`src/rtl/vga_pkg.sv`:
```
// vga_pkg: framebuffer geometry, coordinate widths and drawing-engine states
package vga_pkg;
    localparam int SCREEN_W = 160;
    localparam int SCREEN_H = 120;
    localparam int X_W = 8;
    localparam int Y_W = 7;
    localparam int COLOUR_W = 3;
    localparam int C_W = 10;
    typedef enum logic [2:0] {IDLE, CLEAR, INIT, DRAW, DONE} state_t;
endpackage

```
`src/rtl/circle_octant_point.sv`:
```
// circle_octant_point: maps (centre, offsets, octant) to a signed pixel and its on-screen test
module circle_octant_point #(
    parameter int SCREEN_W = vga_pkg::SCREEN_W,
    parameter int SCREEN_H = vga_pkg::SCREEN_H
) (
    input  logic [vga_pkg::X_W-1:0]        cx,
    input  logic [vga_pkg::Y_W-1:0]        cy,
    input  logic signed [vga_pkg::C_W-1:0] ox,
    input  logic signed [vga_pkg::C_W-1:0] oy,
    input  logic [2:0]                     k,
    output logic signed [vga_pkg::C_W-1:0] x,
    output logic signed [vga_pkg::C_W-1:0] y,
    output logic                           on_screen
);
    import vga_pkg::*;
    localparam logic signed [C_W-1:0] X_END = C_W'(SCREEN_W);
    localparam logic signed [C_W-1:0] Y_END = C_W'(SCREEN_H);
    logic signed [C_W-1:0] dx, dy;
    // odd octants swap the offsets; x is negated in octants 2..5, y in 4..7
    always_comb begin
        dx = k[0] ? oy : ox;
        dy = k[0] ? ox : oy;
        x = $signed({{(C_W-X_W){1'b0}}, cx}) + ((k[2] ^ k[1]) ? -dx : dx);
        y = $signed({{(C_W-Y_W){1'b0}}, cy}) + (k[2] ? -dy : dy);
        on_screen = !x[C_W-1] && x < X_END && !y[C_W-1] && y < Y_END;
    end
endmodule

```
`src/rtl/circle_drawer.sv`:
```
// circle_drawer: optional full-screen clear, then midpoint circle rasterisation,
// one registered pixel write per cycle towards the VGA adapter
module circle_drawer #(
    parameter int SCREEN_W    = vga_pkg::SCREEN_W,
    parameter int SCREEN_H    = vga_pkg::SCREEN_H,
    parameter bit CLEAR_FIRST = 1'b1
) (
    input  logic                         CLOCK_50,
    input  logic                         reset,
    input  logic                         start,
    input  logic [vga_pkg::X_W-1:0]      centre_x,
    input  logic [vga_pkg::Y_W-1:0]      centre_y,
    input  logic [6:0]                   radius,
    input  logic [vga_pkg::COLOUR_W-1:0] colour_in,
    output logic [vga_pkg::X_W-1:0]      xCoord,
    output logic [vga_pkg::Y_W-1:0]      yCoord,
    output logic [vga_pkg::COLOUR_W-1:0] color,
    output logic                         plot,
    output logic                         done
);
    import vga_pkg::*;
    localparam logic [X_W-1:0] X_LAST = X_W'(SCREEN_W - 1);
    localparam logic [Y_W-1:0] Y_LAST = Y_W'(SCREEN_H - 1);

    state_t state, state_n;
    logic [X_W-1:0] cx_q, px, px_n, x_n;
    logic [Y_W-1:0] cy_q, py, py_n, y_n;
    logic [6:0] r_q;
    logic [COLOUR_W-1:0] col_q, col_n;
    logic [2:0] k, k_n;
    logic signed [C_W-1:0] ox, oy, crit, ox_n, oy_n, crit_n, pt_x, pt_y;
    logic on_screen, plot_n;

    // the point unit sees next-cycle values so each candidate is registered straight out
    circle_octant_point #(.SCREEN_W(SCREEN_W), .SCREEN_H(SCREEN_H)) u_point (
        .cx(cx_q), .cy(cy_q), .ox(ox_n), .oy(oy_n), .k(k_n),
        .x(pt_x), .y(pt_y), .on_screen(on_screen)
    );

    always_comb begin
        state_n = state;
        px_n = px;
        py_n = py;
        k_n = k;
        ox_n = ox;
        oy_n = oy;
        crit_n = crit;
        case (state)
            IDLE: if (start) begin
                state_n = CLEAR_FIRST ? CLEAR : INIT;
                px_n = '0;
                py_n = '0;
            end
            CLEAR: if (px == X_LAST && py == Y_LAST) state_n = INIT;
            else begin
                px_n = (px == X_LAST) ? '0 : px + 1'b1;
                py_n = (px == X_LAST) ? py + 1'b1 : py;
            end
            INIT: begin
                state_n = DRAW;
                k_n = 3'd0;
                ox_n = $signed({{(C_W-7){1'b0}}, r_q});
                oy_n = '0;
                crit_n = 10'sd1 - $signed({{(C_W-7){1'b0}}, r_q});
            end
            DRAW: begin
                k_n = k + 3'd1;
                if (k == 3'd7) begin
                    oy_n = oy + 10'sd1;
                    ox_n = (crit <= 10'sd0) ? ox : ox - 10'sd1;
                    crit_n = crit + (((crit <= 10'sd0) ? oy_n : oy_n - ox_n) <<< 1) + 10'sd1;
                    if (oy_n > ox_n) state_n = DONE;
                end
            end
            DONE: if (!start) state_n = IDLE;
            default: state_n = IDLE;
        endcase
    end

    always_comb begin
        plot_n = 1'b0;
        x_n = xCoord;
        y_n = yCoord;
        col_n = color;
        if (state_n == CLEAR) begin
            plot_n = 1'b1;
            x_n = px_n;
            y_n = py_n;
            col_n = '0;
        end else if (state_n == DRAW && on_screen) begin
            plot_n = 1'b1;
            x_n = X_W'(pt_x);
            y_n = Y_W'(pt_y);
            col_n = col_q;
        end
    end

    always_ff @(posedge CLOCK_50) begin
        if (reset) begin
            state <= IDLE;
            xCoord <= '0;
            yCoord <= '0;
            color <= '0;
            plot <= 1'b0;
            done <= 1'b0;
        end else begin
            state <= state_n;
            xCoord <= x_n;
            yCoord <= y_n;
            color <= col_n;
            plot <= plot_n;
            done <= (state_n == DONE);
        end
    end

    always_ff @(posedge CLOCK_50) begin
        px <= px_n;
        py <= py_n;
        k <= k_n;
        ox <= ox_n;
        oy <= oy_n;
        crit <= crit_n;
        if (state == IDLE && start) begin
            cx_q <= centre_x;
            cy_q <= centre_y;
            r_q <= radius;
            col_q <= colour_in;
        end
    end
endmodule

```
`config.mk`:
```
export PLATFORM = sky130hd
export DESIGN_NAME = circle_drawer
export DESIGN_NICKNAME = d
export VERILOG_FILES = /design/src/rtl/vga_pkg.sv /design/src/rtl/circle_octant_point.sv /design/src/rtl/circle_drawer.sv
export SDC_FILE = /design/constraint.sdc
export NUM_CORES = 1
export LEC_CHECK = 0
export ABC_AREA = 1
export CORE_ASPECT_RATIO = 0.6
export CORE_UTILIZATION = 65
export DETAILED_ROUTE_END_ITERATION = 7
export PLACE_DENSITY = 0.87
export SETUP_SLACK_MARGIN = 0.15
export SYNTH_ARGS = -nofsm -noshare
export SYNTH_HDL_FRONTEND = slang
export SYNTH_SLANG_ARGS = --single-unit
```
`constraint.sdc`:
```
create_clock -name CLOCK_50 -period 10.2 [get_ports CLOCK_50]
set_input_delay 2.04 -clock CLOCK_50 [delete_from_list [all_inputs] [get_ports CLOCK_50]]
set_output_delay 2.04 -clock CLOCK_50 [all_outputs]
set_load 0.02 [all_outputs]
```
==> results by group <==
Global route
  – Met3 GRT Util: 12.4%
  – Initial antenna violation count: 0
  – Largest net degree at the start of global routing: 29
  – GRT Total Usage: 36.0%
  – First-pass GRT wire length: ~30 mm
  – GRT Max-Usage Layer: met1
  – Met2 usage: 51.6%
  – Overflow after GRT: 0
  – Met1 Use GR: between 50% and 60%
  – Vias in the first global route: 5,992

Detailed routing
  – Drt first pass iters: 8
  – Final WL: 18.5 mm
  – Post-detailed-route via-to-cell ratio: 5.88
  – Drc violations: 0
  – DR vias: approximately 7,000
  – Initial drt markers: 822
  – WL per Instance: 16.0 um
  – Routed Antenna Nets: 0

Clocking
  – CTS clk-pin slew, worst paths: 0.08 ns
  – Post-CTS setup buffers: 0
  – H-tree levels: 3
  – CTS tree: yes
  – Max Root-Sink Buffers: 2
  – CTS Root Buffer Type: clkbuf_16
  – CTS buffer count: 9
  – Worst-Skew Late Latency: 0.36 ns
  – Resize count post-CTS: 0
  – CTS sink cnt: 96
  – Hold-fix buffers, CTS: 0

Synthesis
  – Largest family of logic cells by synthesized area: simple AND/OR/NAND/NOR gates
  – Syn nets: approximately 1,100
  – EDFF count, synth: 35
  – Post-synth ARST share: 0%
  – Yosys synthesis warning count: 0
  – Avg Cell Area, Syn: roughly 7.0 um2
  – Main flop type after synthesis: dfxtp_1
  – Synth top area cells: dfxtp_1 (18%), edfxtp_1 (15%), nand2_1 (14%)
  – Most common cell in the netlist: nand2_1
  – Cell taking the most area after synthesis: dfxtp_1
  – Synthesized area: 0.00682 mm2
  – Simple-Gate Fraction of Synth Area: about 30%
  – Cell count after synthesis: 977
  – XOR/XNOR share of the synthesized area: 5.01%
  – Area share of fa/ha/maj cells after synthesis: slightly below 9%
  – Synth unique cells: 50
  – Seq/Total Area, Yosys: 33.3%
  – Post-synth top cells: nand2_1 (251), inv_1 (144), nor2_1 (86), nand3_1 (81), o21ai_0 (64)
  – Post-synthesis mux area share: 0.458%
  – Compound-Gate Fraction of Synth Area: 13.0%
  – Share of the synthesized area in the top cell type: 17.9%
  – Number of synthesized register bits: 96

Floorplan
  – FP Rows: 28
  – Die footprint: 0.0109 mm2
  – Top-Level Pins: 48
  – Starting Density: 68.1%
  – Core area: roughly 0.010 mm2
  – Die W: 134 um
  – Die H: 81.4 um

Min path
  – Hold Path Class: reg2reg
  – Hold path start: color[2]$_SDFFE_PP0P_
  – Hold Path Sink: color[2]$_SDFFE_PP0P_
  – Hold Path Depth: 2

Timing
  – Worst-margin pin slew: 0.802 ns
  – Relative slew slack: 46.0%
  – Setup repair after global routing missed its margin: no
  – Final hold vios: 0
  – Clock Skew: 0.00777 ns
  – Fin Setup TNS: 0 ns
  – Setup-failing EPs final: 0
  – Achievable Freq: 184 MHz
  – Period utilization: between 50% and 60%
  – Hold Slack: between 0.4 and 0.5 ns
  – Crit path time final: 5.43 ns
  – Fin. max-slew vios: 0

Power and ir drop
  – Leakage: 3.61 nW
  – Peak supply drop: 0.113 mV
  – Power Density: 163 mW/mm2

Critical path
  – Setup CP Type: reg2reg
  – Flop2flop setup slack: between 4 and 5 ns
  – R2R cell count: 26
  – Req. time, crit path: around 10 ns
  – CP Launch Type: flop
  – Worst r2r dst: xCoord[5]$_SDFFE_PP0P_
  – CP Max Fanout: 18
  – CP Capture Type: flop
  – Worst EP arrival: 5.69 ns
  – Worst r2r src: state[1]$_SDFF_PP0_

Flow run
  – Max cap viols: 0

Placement
  – HPWL Detailed: around 14 mm
  – GP Congestion: 1.03
  – Port Buf Inserts: 47

Cells and area
  – Share of post-route cells with drive strength above 1: 4.79%
  – Layout Nets: roughly 1,100
  – Diode count: 0
  – Area grow syn2layout: 12.8%

Run status
  – Status: finished clean
## metrics by stage
step,power (mW),area (um2),std cells,setup slack (ns),utilization (%)
6_report,1.25,7690,1158,4.77,76.8
2_1_floorplan,0.763,6820,977,5.51,-
3_3_place_gp,0.871,7380,1142,5.31,73.7
4_1_cts,1.24,7690,1158,4.97,76.8
5_1_grt,1.32,7690,1158,4.24,76.8
3_5_place_dp,0.879,7380,1142,5.11,73.7
## worst max-delay path by stage
stage,slack [ns],endpoint,cells past startpoint,start
finish,4.77,xCoord[5]$_SDFFE_PP0P_,26,state[1]$_SDFF_PP0_
detailed placement,5.11,xCoord[6]$_SDFFE_PP0P_,31,state[0]$_SDFF_PP0_
floorplan,5.51,color[0]$_SDFFE_PP0P_,16,start
global route,4.24,xCoord[2]$_SDFFE_PP0P_,27,state[2]$_SDFF_PP0_
global placement,5.31,xCoord[5]$_SDFFE_PP0P_,32,state[1]$_SDFF_PP0_
CTS,4.97,yCoord[5]$_SDFFE_PP0P_,25,state[1]$_SDFF_PP0_
## worst max-delay path: stages (launching register included)
cell,delay (ns)
dfxtp_1,0.41
nand2_4,0.16
nor2_4,0.38
inv_2,0.24
o22ai_4,0.39
xor2_1,0.61
nand2_1,0.19
xnor2_1,0.23
inv_1,0.07
ha_1,0.36
a21oi_1,0.09
o21ai_0,0.30
a21oi_1,0.11
o21ai_0,0.33
xor2_1,0.19
o21bai_1,0.18
nand3_1,0.08
nor2_1,0.10
nand2_1,0.06
inv_1,0.05
nand3_1,0.07
nor2_2,0.13
nand2_4,0.15
nand2_4,0.21
nand2_1,0.08
nand2_1,0.08
nor2_1,0.05
## final cells by class
class	instances	area, um2
Clock buffer	10	250
Clock inverter	6	65.1
Fill cell	764	2320
Multi-Input combinational cell	712	3890
Inverter	149	559
Timing Repair Buffer	50	493
Sequential cell	96	2270
Tap cell	135	169
## layout by cell type, fill, tap and decap left out, types with 4 or more instances in the layout
cell             instances
a21oi_1                 53
a31oi_1                  5
clkbuf_16               10
clkdlybuf4s50_1         47
dfxtp_1                 61
edfxtp_1                35
fa_1                     4
ha_1                    42
inv_1                  144
inv_2                    4
nand2_1                251
nand2_2                  5
nand3_1                 81
nand4_1                  7
nor2_1                  85
nor2_2                   4
nor3_1                   9
nor4_1                   8
o21ai_0                 64
o21ai_2                  4
o21bai_1                 4
o22ai_1                  7
xnor2_1                 12
xor2_1                  27
## flip-flops by register name, indices dropped and copies added, names as in the netlist
register	count
crit	10
ox	10
oy	10
cx_q	8
px	8
xCoord	8
cy_q	7
py	7
r_q	7
yCoord	7
col_q	3
color	3
k	3
state	3
done	1
plot	1
## cells by family after synthesis
family                     Yosys count
and+or+nand+nor                    467
muxes                                3
xor gates and xnor gates            39
buffers and inverters              169
DFF                                 96
AOI/OAI and AO/OA                  157
adders and majority gates           46
## per-layer routing
layer  vias up  share of wire [%]
met4         0                1.2
met1      3058                 45
li1       3285                  -
met5         -                  0
met3        33                 14
met2       428                 40
## report_power, final
part | switching, mW | internal, mW
clock | 0.170 | 0.189
sequential | 0.0191 | 0.426
combinational | 0.282 | 0.165
Note: power is estimated with default switching activity, not from simulation.
